File: src/rtl/vga_draw_arbiter_pkg.sv
// -----------------------------------------------------------------------------
// vga_draw_arbiter_pkg
// Shared definitions for the VGA draw arbiter: FSM state encoding, requester
// count, requester index constants and the round-robin wrap helper.
// No ports (package).
// -----------------------------------------------------------------------------
package vga_draw_arbiter_pkg;

    localparam int NUM_REQ   = 3;

    // Requester indices into req/grant/done and the packed coordinate buses.
    localparam int REQ_CLEAR = 0;
    localparam int REQ_SNAKE = 1;
    localparam int REQ_FOOD  = 2;

    typedef enum logic [1:0] {
        IDLE = 2'd0,
        DRAW = 2'd1,
        DONE = 2'd2
    } state_e;

    // Next requester index modulo NUM_REQ. The unused code 3 also maps to 0
    // so a corrupted index can never lock the arbiter.
    function automatic logic [1:0] rr_next(input logic [1:0] idx);
        return (idx >= 2'd2) ? 2'd0 : idx + 2'd1;
    endfunction

endpackage

File: src/rtl/vga_draw_arbiter_if.sv
// -----------------------------------------------------------------------------
// vga_draw_arbiter_if
// Bundles the requester-side handshake (req/grant/done with packed per-requester
// block origin and colour) and the VGA adapter plot port.
//   slave  : the arbiter (consumes requests, drives grant/done/vga_*/busy)
//   master : requesters / environment (drives requests, observes outputs)
// Parameters: X_W / Y_W coordinate widths, C_W colour width.
// -----------------------------------------------------------------------------
interface vga_draw_arbiter_if #(
    parameter int X_W = 8,
    parameter int Y_W = 7,
    parameter int C_W = 3
);
    import vga_draw_arbiter_pkg::*;

    logic [NUM_REQ-1:0]     req;
    logic [NUM_REQ*X_W-1:0] x_in;
    logic [NUM_REQ*Y_W-1:0] y_in;
    logic [NUM_REQ*C_W-1:0] colour_in;
    logic [NUM_REQ-1:0]     grant;
    logic [NUM_REQ-1:0]     done;
    logic [X_W-1:0]         vga_x;
    logic [Y_W-1:0]         vga_y;
    logic [C_W-1:0]         vga_colour;
    logic                   vga_plot;
    logic                   busy;

    modport slave (
        input  req, x_in, y_in, colour_in,
        output grant, done, vga_x, vga_y, vga_colour, vga_plot, busy
    );

    modport master (
        output req, x_in, y_in, colour_in,
        input  grant, done, vga_x, vga_y, vga_colour, vga_plot, busy
    );

endinterface

File: src/rtl/vga_draw_arbiter_rr_pick3.sv
// -----------------------------------------------------------------------------
// rr_pick3
// Purely combinational 3-way round-robin picker. The search starts at
// (last+1) mod 3 and the first asserted request bit wins.
//   req[2:0]    in   request vector
//   last[1:0]   in   previous winner
//   winner[1:0] out  selected requester (0 when valid is low)
//   valid       out  at least one request is set
// -----------------------------------------------------------------------------
module rr_pick3
    import vga_draw_arbiter_pkg::*;
(
    input  logic [2:0] req,
    input  logic [1:0] last,
    output logic [1:0] winner,
    output logic       valid
);

    logic [1:0] cand0, cand1, cand2;

    // Candidates in search order, highest priority first.
    assign cand0 = rr_next(last);
    assign cand1 = rr_next(cand0);
    assign cand2 = rr_next(cand1);

    assign valid = |req;

    // NOTE: every output of a combinational block gets a default first so no
    // path leaves it unassigned, which would infer a latch.
    always_comb begin
        winner = 2'd0;
        if (req[cand0])      winner = cand0;
        else if (req[cand1]) winner = cand1;
        else if (req[cand2]) winner = cand2;
    end

endmodule

File: src/rtl/vga_draw_arbiter.sv
// -----------------------------------------------------------------------------
// vga_draw_arbiter
// Shares one VGA adapter plot port between three requesters (clear, snake,
// food). The winner's block origin and colour are latched and a 2x2 block is
// plotted over four cycles, followed by a one-cycle done pulse to the owner.
//   clk  in  system clock, rising edge
//   rst  in  asynchronous active-high reset
//   bus  vga_draw_arbiter_if.slave: req/x_in/y_in/colour_in in,
//        grant/done/vga_x/vga_y/vga_colour/vga_plot/busy out
// -----------------------------------------------------------------------------
module vga_draw_arbiter
    import vga_draw_arbiter_pkg::*;
#(
    parameter int X_W = 8,
    parameter int Y_W = 7,
    parameter int C_W = 3
) (
    input  logic                clk,
    input  logic                rst,
    vga_draw_arbiter_if.slave   bus
);

    state_e             state_q, state_d;
    logic [1:0]         cnt_q, cnt_d;
    logic [NUM_REQ-1:0] grant_q, grant_d;
    logic [1:0]         last_q, last_d;
    logic [1:0]         winner_q, winner_d;
    logic [X_W-1:0]     base_x_q, base_x_d;
    logic [Y_W-1:0]     base_y_q, base_y_d;
    logic [C_W-1:0]     colour_q, colour_d;

    logic [1:0]         pick_winner;
    logic               pick_valid;

    rr_pick3 u_pick (
        .req    (bus.req),
        .last   (last_q),
        .winner (pick_winner),
        .valid  (pick_valid)
    );

    // NOTE: state registers use non-blocking assignments so every flop samples
    // the pre-edge value of every other flop, independent of statement order.
    always_ff @(posedge clk or posedge rst) begin
        if (rst) begin
            state_q  <= IDLE;
            cnt_q    <= 2'd0;
            grant_q  <= '0;
            last_q   <= 2'd2;   // requester 0 is searched first after reset
            winner_q <= 2'd0;
            base_x_q <= '0;
            base_y_q <= '0;
            colour_q <= '0;
        end else begin
            state_q  <= state_d;
            cnt_q    <= cnt_d;
            grant_q  <= grant_d;
            last_q   <= last_d;
            winner_q <= winner_d;
            base_x_q <= base_x_d;
            base_y_q <= base_y_d;
            colour_q <= colour_d;
        end
    end

    // Next-state logic. Requests and inputs are only looked at in IDLE, so
    // anything that changes during DRAW/DONE has no effect on the block.
    always_comb begin
        state_d  = state_q;
        cnt_d    = cnt_q;
        grant_d  = grant_q;
        last_d   = last_q;
        winner_d = winner_q;
        base_x_d = base_x_q;
        base_y_d = base_y_q;
        colour_d = colour_q;

        case (state_q)
            IDLE: begin
                if (pick_valid) begin
                    state_d              = DRAW;
                    cnt_d                = 2'd0;
                    winner_d             = pick_winner;
                    grant_d              = '0;
                    grant_d[pick_winner] = 1'b1;
                    base_x_d             = bus.x_in[pick_winner*X_W +: X_W];
                    base_y_d             = bus.y_in[pick_winner*Y_W +: Y_W];
                    colour_d             = bus.colour_in[pick_winner*C_W +: C_W];
                end
            end
            DRAW: begin
                cnt_d = cnt_q + 2'd1;
                if (cnt_q == 2'd3) begin
                    state_d = DONE;
                end
            end
            DONE: begin
                state_d = IDLE;
                last_d  = winner_q;
                grant_d = '0;
            end
            default: begin
                state_d = IDLE;
                grant_d = '0;
            end
        endcase
    end

    // Outputs are decoded from registered state only; in DRAW the low count
    // bit steps x and the high bit steps y, giving the 2x2 block. The sums
    // truncate to the coordinate width, so the block wraps at the edges.
    always_comb begin
        bus.vga_plot   = 1'b0;
        bus.vga_x      = '0;
        bus.vga_y      = '0;
        bus.vga_colour = '0;
        bus.done       = '0;
        if (state_q == DRAW) begin
            bus.vga_plot   = 1'b1;
            bus.vga_x      = base_x_q + X_W'(cnt_q[0]);
            bus.vga_y      = base_y_q + Y_W'(cnt_q[1]);
            bus.vga_colour = colour_q;
        end
        if (state_q == DONE) begin
            bus.done = grant_q;
        end
    end

    assign bus.grant = grant_q;
    assign bus.busy  = (state_q != IDLE);

endmodule
File: src/flat_wrapper.sv
// flat-port wrapper written by rule: the top's interface ports become plain ports
module vga_draw_arbiter_flat import vga_draw_arbiter_pkg::*;
#(
    parameter int X_W = 8,
    parameter int Y_W = 7,
    parameter int C_W = 3
)
  (clk, rst, bus_req, bus_x_in, bus_y_in, bus_colour_in, bus_grant, bus_done, bus_vga_x, bus_vga_y, bus_vga_colour, bus_vga_plot, bus_busy);
  vga_draw_arbiter_if #(.X_W(X_W), .Y_W(Y_W), .C_W(C_W)) bus_i ();
  input  logic clk;
  input  logic rst;
  input wire logic [$bits(bus_i.req)-1:0] bus_req;
  input wire logic [$bits(bus_i.x_in)-1:0] bus_x_in;
  input wire logic [$bits(bus_i.y_in)-1:0] bus_y_in;
  input wire logic [$bits(bus_i.colour_in)-1:0] bus_colour_in;
  output wire logic [$bits(bus_i.grant)-1:0] bus_grant;
  output wire logic [$bits(bus_i.done)-1:0] bus_done;
  output wire logic [$bits(bus_i.vga_x)-1:0] bus_vga_x;
  output wire logic [$bits(bus_i.vga_y)-1:0] bus_vga_y;
  output wire logic [$bits(bus_i.vga_colour)-1:0] bus_vga_colour;
  output wire logic [$bits(bus_i.vga_plot)-1:0] bus_vga_plot;
  output wire logic [$bits(bus_i.busy)-1:0] bus_busy;
  assign bus_i.req = bus_req;
  assign bus_i.x_in = bus_x_in;
  assign bus_i.y_in = bus_y_in;
  assign bus_i.colour_in = bus_colour_in;
  assign bus_grant = bus_i.grant;
  assign bus_done = bus_i.done;
  assign bus_vga_x = bus_i.vga_x;
  assign bus_vga_y = bus_i.vga_y;
  assign bus_vga_colour = bus_i.vga_colour;
  assign bus_vga_plot = bus_i.vga_plot;
  assign bus_busy = bus_i.busy;
  vga_draw_arbiter #(.X_W(X_W), .Y_W(Y_W), .C_W(C_W)) u_core (.clk(clk), .rst(rst), .bus(bus_i));
endmodule
File: config.mk
export PLATFORM = sky130hd
export DESIGN_NAME = vga_draw_arbiter_flat
export DESIGN_NICKNAME = d
export VERILOG_FILES = /design/src/rtl/vga_draw_arbiter_pkg.sv /design/src/rtl/vga_draw_arbiter_if.sv /design/src/rtl/vga_draw_arbiter_rr_pick3.sv /design/src/rtl/vga_draw_arbiter.sv /design/src/flat_wrapper.sv
export SDC_FILE = /design/constraint.sdc
export NUM_CORES = 1
export LEC_CHECK = 0
export CAP_MARGIN = 20
export CORE_ASPECT_RATIO = 0.5
export CORE_MARGIN = 5
export CORE_UTILIZATION = 41
export CTS_CLUSTER_DIAMETER = 40
export DETAILED_ROUTE_END_ITERATION = 7
export PLACE_DENSITY = 0.92
export SYNTH_ARGS = -nofsm -noshare
export SYNTH_HDL_FRONTEND = slang
export SYNTH_SLANG_ARGS = --single-unit
File: constraint.sdc
create_clock -name clk -period 1.8 [get_ports clk]
set_clock_uncertainty 0.2 [all_clocks]
set_input_delay 0.27 -clock clk [delete_from_list [all_inputs] [get_ports clk]]
set_output_delay 0.27 -clock clk [all_outputs]
set_load 0.02 [all_outputs]
==> impl_metrics.tcl <==
set metrics [dict create \
    timing.rr.start "u_core.state_q[1]$_DFFE_PP0P_" \
    crit_fanout 2 \
    clockBufferDepth 2 \
    routed_wl_um 8004 \
    yosys_warnings 0 \
    ant_nets 0 \
    crit_path_end_kind "primary output" \
    synthArstFlopShare 1.000 \
    vdd_drop_max_v 0.0008070 \
    syn-instance-count 181 \
    regToRegEndpoint "u_core.base_y_q[1]$_DFFE_PP0P_" \
    ff2ff_setup_slack_ps 10 \
    detail_route.wl_per_cell_um 22.61 \
    clk_latency_ps 290 \
    path_cells "ha_4, ha_4, buf_4, xnor2_1, nor2_1, buf_4" \
    fp.dieH_um 56.97 \
    finalNonFillerCells 354 \
    tritoncts "done" \
    drtIter0Drc 129 \
    fin_crit_sh 1.183 \
    port_buffers 84 \
    synth_cell_types 33 \
    avgSynthCellArea_um2 9.996 \
    synth_flop_cell "dfrtp_1" \
    cpPeakStageDelay_ps 440 \
    io_pins 85 \
    start_kind "flip-flop" \
    pre_cts_ws_ps -486.2 \
    fin_nets 360 \
    core_area_um2 4339 \
    cap_violations 0 \
    critPathSlowestCell "dfrtp_1" \
    setup_viol_count_final 16 \
    r2r.worst_path.cells 8 \
    synthesis.area_um2 1809 \
    dp_hpwl_um 4292 \
    cellPowerDensity_nw_per_um2 1734 \
    syn_nets 245 \
    drt-vias-per-instance 6.056 \
    grt_max_degree 30 \
    worst_ep_required_time_ps 1330 \
    dieWidth_um 103.9 \
    placed_cells 337 \
    crit_start "u_core.base_y_q[0]$_DFFE_PP0P_" \
    drc 0 \
    dieArea_um2 5922 \
    status "finished, violations left" \
    seq_area_frac_synth 0.4018 \
    drtPass1Iterations 6 \
    violations "setup timing" \
    clock-sinks 29 \
    synth_seq_cells 29 \
    diodes 0 \
    hold_path.class "input pin to asynchronous set/reset pin" \
    vias 2144 \
    syn2layout_area_growth_pct 74.69 \
    clk_pin_slew_worst_paths_ps 80 \
    drv_slew 0 \
    synth_edf_count 0 \
    grt_pass1_wl_um 10940 \
    n_fill_cell 252 \
    drive_above_1_share 0.3367 \
    final_common_cell "clkdlybuf4s50_1" \
    rows 17 \
    crit_arrival_ps 1660 \
    worst_pin_slew_ps 378.4 \
    fmax_ghz 0.4696 \
    grt_pass1_vias 2142 \
    grtUsageTotal 0.2285 \
    setup_slack_ps -329.3 \
    fin_setup_tns_ps -3037 \
    htree_levels 2 \
    layout_common_cells "60 x clkdlybuf4s50_1, 34 x buf_4, 27 x dfrtp_1" \
    hold_viol_final 0 \
    grt-ovfl-total 0 \
    relSlewSlack 0.7477 \
    rsz0062_at_grt "yes" \
    ctsRootBufferMaster "clkbuf_8" \
    initial_core_util 0.4170 \
    crit_type "flip-flop to primary output" \
    cts_made_buffers 5 \
    period_minus_slack_ps 2129 \
    holdWs_ps 172.6 \
    place_congestion 0.8455 \
    leakage_uw 0.001407 \
    antenna_found_initial 0 \
]
kinds of logic (layout without fill, tap and decap cells):
logic type / count (synthesis) / count (layout) / synth area share
flops: 29 / 29 / 0.4018
simple gates: 58 / 58 / 0.1757
buf+inv: 13 / 129 / 0.04909
xor+xnor: 11 / 11 / 0.05325
compound gates: 44 / 44 / 0.1680
fa+ha+maj: 5 / 5 / 0.03458
mux: 21 / 21 / 0.1176
metrics by stage:
stage | total power [µW] | util | cell area [µm²]
floorplan | 2823 | - | 1812
global placement | 4063 | 0.6580 | 2855
detailed placement | 4184 | 0.6580 | 2855
CTS | 4965 | 0.6909 | 2998
global route | 5724 | 0.7284 | 3161
finish | 5479 | 0.7284 | 3161
what timing repair did:
item / in CTS / in global routing
endpoints found under the setup margin: 23 / 32
resized for setup: 125 / 31
buffers inserted: 2 / 5
hold buffers: 0 / 0
cloned: 1 / 1
pin swaps: 11 / 19
critical path, delay by kind of cell, from the launching register on:
| kind | cells | cell delay, ps |
|---|---|---|
| buffers and inverters | 2 | 300 |
| adders and majority gates | 2 | 380 |
| xor gates and xnor gates | 1 | 120 |
| DFF | 1 | 440 |
| and+or+nand+nor | 1 | 140 |
power by group:
group          internal (µW)  total, µW  switching (µW)
clock                    346        634             288
combinational           1620       3540            1920
sequential               970       1300             335
total                   2930       5480            2550
final cells by class:
type	instances	area, µm²	area share
multi-input combinational	139	1165	0.3686
clock buffer	7	96.34	0.03048
timing repair inverter	1	7.507	0.002375
clock inverter	1	5.005	0.001584
tap	57	71.32	0.02257
timing repair buffer	116	1072	0.3393
sequential	29	728.2	0.2304
inverter	4	15.01	0.004751
worst max path at each step:
stage	cells after the start	end	slack [ps]
2_1_floorplan	6	bus_vga_y[6]	70
3_3_place_gp	7	bus_vga_y[6]	-410
3_5_place_dp	7	bus_vga_y[6]	-490
4_1_cts	7	bus_vga_y[6]	-240
5_1_grt	6	bus_vga_x[5]	-390
6_report	6	bus_vga_y[2]	-330
cell usage after synthesis (2+ instances only):
library cell,n,share of area
dfrtp_1,28,0.39
o21ai_0,5,0.014
nor2_1,15,0.031
buf_4,2,0.0083
xor2_1,6,0.029
o21ai_1,17,0.047
xnor2_1,5,0.024
buf_2,2,0.0055
and2_1,12,0.041
and3_1,2,0.0069
nand2b_1,2,0.0069
a32oi_1,18,0.087
buf_6,4,0.025
mux2i_1,19,0.11
nand2_1,12,0.025
inv_1,3,0.0062
ha_1,5,0.035
nand3_1,8,0.022
mux2_2,2,0.012
sequential cells by signal (all words and copies together), names as in the netlist:
name,cells
u_core.last_q,2
u_core.bus.grant,3
u_core.winner_q,2
u_core.colour_q,3
u_core.cnt_q,2
u_core.base_x_q,8
u_core.state_q,2
u_core.base_y_q,7
routing by layer:
metal,track usage,wire (µm),vias up
li1,-,-,889
met1,0.2660,2935,1029
met2,0.3931,3807,174
met3,0.05311,780,52
met4,0.1347,481,0
met5,0,0,-
Power figures use the tool's default switching activity.
